**src/rtl/stepper_move_ctrl.sv**
```systemverilog
// Move controller: takes a step-count/direction command and emits spaced one-cycle step pulses.
// Latency: first pulse `period` cycles after the accept edge; pulses are registered.
// Backpressure: cmd_ready is high only in IDLE; abort ends a move on the next edge.
// Build option STEPPER_RAMP_EN: trapezoidal ramp between START_PERIOD and MIN_PERIOD.
// Without it every pulse is MIN_PERIOD apart.
module stepper_move_ctrl #(
    parameter int STEPS_W      = 16,
    parameter int CNT_W        = 21,
    parameter int START_PERIOD = 1000000,
    parameter int MIN_PERIOD   = 500000,
    parameter int RAMP_DEC     = 50000
) (
    input  logic               CLK50MHZ,
    input  logic               resetn,
    input  logic               cmd_valid,
    output logic               cmd_ready,
    input  logic [STEPS_W-1:0] cmd_steps,
    input  logic               cmd_dir,
    input  logic               abort,
    output logic               step_pulse,
    output logic               step_dir,
    output logic               busy,
    output logic [STEPS_W-1:0] steps_left
);

    localparam logic [CNT_W-1:0] START_P = CNT_W'(START_PERIOD);
    localparam logic [CNT_W-1:0] MIN_P   = CNT_W'(MIN_PERIOD);
`ifdef STEPPER_RAMP_EN
    localparam logic [CNT_W-1:0] DEC_P   = CNT_W'(RAMP_DEC);
`endif

    typedef enum logic {S_IDLE, S_RUN} state_t;

    state_t             state_q, state_d;
    logic               pulse_q, pulse_d;
    logic               dir_q, dir_d;
    logic [STEPS_W-1:0] left_q, left_d;
    logic [CNT_W-1:0]   timer_q, timer_d;
    logic [CNT_W-1:0]   period_q, period_d;
    logic [STEPS_W-1:0] left_dec;
`ifdef STEPPER_RAMP_EN
    logic [STEPS_W-1:0] ramp_q, ramp_d;
`endif

    assign left_dec = left_q - 1'b1;

    // Handshake and status outputs; ready is masked while reset is held.
    assign cmd_ready  = resetn && (state_q == S_IDLE);
    assign busy       = (state_q == S_RUN);
    assign step_pulse = pulse_q;
    assign step_dir   = dir_q;
    assign steps_left = left_q;

    // Next-state: command accept, period timing, pulse generation, ramp update, abort.
    always_comb begin
        state_d  = state_q;
        pulse_d  = 1'b0;
        dir_d    = dir_q;
        left_d   = left_q;
        timer_d  = timer_q;
        period_d = period_q;
`ifdef STEPPER_RAMP_EN
        ramp_d   = ramp_q;
`endif
        case (state_q)
            S_IDLE: begin
                // A zero-length command is consumed without starting a move.
                if (cmd_valid && (cmd_steps != '0)) begin
                    state_d = S_RUN;
                    left_d  = cmd_steps;
                    dir_d   = cmd_dir;
                    timer_d = '0;
`ifdef STEPPER_RAMP_EN
                    period_d = START_P;
                    ramp_d   = '0;
`else
                    period_d = MIN_P;
`endif
                end
            end
            S_RUN: begin
                if (abort) begin
                    // Any pulse due on this edge is dropped.
                    state_d = S_IDLE;
                    left_d  = '0;
                    timer_d = '0;
                end else if (timer_q == period_q - 1'b1) begin
                    pulse_d = 1'b1;
                    timer_d = '0;
                    left_d  = left_dec;
                    if (left_q == STEPS_W'(1)) begin
                        state_d = S_IDLE;
                    end
`ifdef STEPPER_RAMP_EN
                    // Accelerate while more steps remain than were spent ramping up,
                    // decelerate once the remaining steps match the ramp length.
                    if ((left_dec > ramp_q) && (period_q > MIN_P)) begin
                        period_d = ((period_q - MIN_P) > DEC_P) ? (period_q - DEC_P) : MIN_P;
                        ramp_d   = ramp_q + 1'b1;
                    end else if ((left_dec <= ramp_q) && (ramp_q != '0)) begin
                        period_d = ((START_P - period_q) > DEC_P) ? (period_q + DEC_P) : START_P;
                        ramp_d   = ramp_q - 1'b1;
                    end
`endif
                end else begin
                    timer_d = timer_q + 1'b1;
                end
            end
            default: state_d = S_IDLE;
        endcase
    end

    // State registers with asynchronous active-low reset.
    always_ff @(posedge CLK50MHZ or negedge resetn) begin
        if (!resetn) begin
            state_q  <= S_IDLE;
            pulse_q  <= 1'b0;
            dir_q    <= 1'b0;
            left_q   <= '0;
            timer_q  <= '0;
            period_q <= START_P;
`ifdef STEPPER_RAMP_EN
            ramp_q   <= '0;
`endif
        end else begin
            state_q  <= state_d;
            pulse_q  <= pulse_d;
            dir_q    <= dir_d;
            left_q   <= left_d;
            timer_q  <= timer_d;
            period_q <= period_d;
`ifdef STEPPER_RAMP_EN
            ramp_q   <= ramp_d;
`endif
        end
    end

endmodule

```
**config.mk**
```make
export PLATFORM = sky130hd
export DESIGN_NAME = stepper_move_ctrl
export DESIGN_NICKNAME = d
export VERILOG_FILES = /design/src/rtl/stepper_move_ctrl.sv
export SDC_FILE = /design/constraint.sdc
export NUM_CORES = 1
export LEC_CHECK = 0
export ABC_AREA = 0
export CAP_MARGIN = 30
export CORE_MARGIN = 10
export CORE_UTILIZATION = 45
export CTS_CLUSTER_DIAMETER = 80
export CTS_CLUSTER_SIZE = 16
export DETAILED_ROUTE_END_ITERATION = 10
export PLACE_DENSITY_LB_ADDON = 0.3
export RECOVER_POWER = 100
export SLEW_MARGIN = 20
export SYNTH_ARGS = -nofsm -noshare
export SYNTH_HDL_FRONTEND = slang
export SYNTH_SLANG_ARGS = --single-unit
export TNS_END_PERCENT = 30
```
**constraint.sdc**
```tcl
create_clock -name CLK50MHZ -period 5.8 [get_ports CLK50MHZ]
set_input_delay 1.16 -clock CLK50MHZ [delete_from_list [all_inputs] [get_ports CLK50MHZ]]
set_output_delay 1.16 -clock CLK50MHZ [all_outputs]
set_load 0.1 [all_outputs]
```
==> reports/metrics.csv <==
metric;value;unit
rrSetupSlack;2.18;ns
met3_length;564;um
path_cells;dlygate4sd3_1, nor4_1, a41oi_1, clkbuf_1, nor2_1, nor2_1, a221o_1;
finalMaxSlewViolations;43;
wl_per_cell;18.0;um
max-slew-margin-rel;-49.4;%
critical_path.max_stage_delay;1.14;ns
cts_hold_buf;0;
synth-seq-area-share;40.5;%
synth-main-ff-cell;dfrtp_1;
syn_inst;284;
cpMostUsedCell;nor2_1;
highest_layer;met4;
dieWidth;96.0;um
synth_async_sr_flop_share;100;%
htreeDepth;2;
ys_ff_latch;42;
ir_drop;0.000255;V
cp-start-kind;primary input;
status;complete, but fails checks;
clock-sinks;42;
vias_per_cell;6.06;
finalHoldViolCount;0;
drive_above_1_share;5.83;%
clkTransAtPathRegs;0.08;ns
slowest_stage;nor2_1;
clk_path_buf_depth;2;
critPathTopFamily;buffers and inverters;
p_total;1060;uW
cts-root-buf;clkbuf_8;
antenna_cells;0;
p_leak;0.00124;uW
utilization;56.5;%
first_iter_violations;140;
antenna_found_initial;0;
r2r_cells;6;
violations;max-capacitance violations, max-slew violations;
synth_top_cell_area_share;39.5;%
portBuffers;40;
first_pass_iters;4;
synth_area_leaders;dfrtp_1, nor2_1, o21ai_0;
rsz0062_at_grt;no;
cp.required;6.03;ns
n_fill_cell;528;
row_count;27;
max_freq;243;MHz
grt_max_degree;43;
fin_crit_sh;71.0;%
holdPathStages;1;
cp_max_fo;19;
cts.repair.resized;0;
tns;0;ns
wl;7170;um
hp-class;flip-flop to flip-flop;
design.die.area;9220;um^2
area_growth;20.4;%
worst_pin_slew;2.24;ns
crit_start;cmd_steps[15];
die_h;96.0;um
wl_met1;3120;um
fin_nets;352;
yosysTopAreaCell;dfrtp_1;
coreArea;5540;um^2
grt_pass1_wl;12100;um
cts_tree;done;
whs;0.504;ns
crit_cells;7;
path_class;primary input to flip-flop;
dp_hpwl;5200;um
grt_pass1_vias;2406;
drc;0;
syn-num-nets;311;
gp_congestion;0.857;
cap_viol_max_count;1;
cts_setup_buffers;0;
cts_buffers;5;
grt_util_all_layers;16.5;%
ys_types;56;
finalSetupViolCount;0;
synth_area_per_cell;9.15;um^2
num_vias;2410;
arrival;4.35;ns
critPathCaptureType;flip-flop;
power_density;340;nW/um^2
ant_nets;0;
insertion_delay;0.29;ns
initial_core_util;46.9;%
met2_length;3420;um
worst-path-buf-inv;2;
grt.overflow.total;0;
r2r-start;period_q[14];
yosysWarnings;0;
period_minus_slack;4.12;ns
min_from;step_dir;
synth_edf_count;0;
ios;41;
syn_area;2600;um^2
skew;0.00676;ns
## area by class of cell
class / instances / area [um^2] / share of cell area, %
tap: 72 / 90.1 / 2.88
timing repair buffer: 44 / 413 / 13.2
multi-input combinational: 219 / 1430 / 45.8
sequential: 42 / 1050 / 33.6
inverter: 13 / 48.8 / 1.56
clock inverter: 1 / 5.00 / 0.160
clock buffer: 7 / 86.3 / 2.76
## cells in the mapped netlist, drive strengths merged, types with 3 or more instances
master	number
dfrtp	41
a22o	5
o2111ai	6
mux2i	3
nor2	30
o2bb2ai	3
buf	3
o211ai	8
o31ai	7
nor4	9
nand3	12
nor3	8
o22ai	4
nand2	15
a32oi	4
or3	7
ha	6
inv	13
nand4b	3
a22oi	3
clkbuf	7
xnor2	4
and3	3
xor2	10
and2	3
o21ai	23
a21oi	13
## per-stage QoR
step                      std cells  area (um^2)  worst slack (ns)
after global routing            398         3130              1.46
after CTS                       398         3150              2.00
after detailed placement        390         3060              2.02
after floorplan                 284         2600              2.00
final                           398         3130              1.68
after global placement          390         3060              1.99
## layer usage
layer,up-vias,track usage [%]
met5,-,0
met1,1171,20.2
met3,6,5.84
li1,1161,-
met2,72,27.0
met4,0,4.18
## final timing paths
path	end
hold reg to reg	step_dir
setup reg to reg	steps_left[11]
min in group asynchronous	timer_q[6]
setup / recovery	steps_left[11]
max in group asynchronous	timer_q[4]
hold / removal	step_dir
## cell families after synthesis
family / Yosys count / synth area share [%]
compound gates: 89 / 24.5
xor+xnor: 14 / 4.72
fa+ha+maj: 6 / 2.89
buf+inv: 23 / 3.90
flops: 42 / 40.5
mux: 5 / 2.02
simple gates: 105 / 21.5
## sequential cells by signal, summed over array words and instances, names as in the netlist
name and cells:
steps_left 16, busy 1, step_dir 1, period_q 2
step_pulse 1, timer_q 21
## power breakdown
part	leakage (uW)	switching (uW)	internal (uW)
clock network	0.0000482	98.8	96.1
registers	0.000551	49.6	327
logic	0.000642	380	112
total	0.00124	529	535
## cell usage in the layout, fill, tap and decap left out, types with 6 or more instances in the layout
cell	count
a21oi_1	13
clkbuf_8	6
clkdlybuf4s50_1	17
dfrtp_1	41
dlygate4sd3_1	22
ha_1	6
inv_1	13
nand2_1	15
nand3_1	12
nor2_1	30
nor3_1	8
nor4_1	9
o2111ai_1	6
o211ai_1	8
o21ai_0	23
o31ai_1	6
xor2_1	10
No activity file was read; power rests on OpenSTA's default activity.
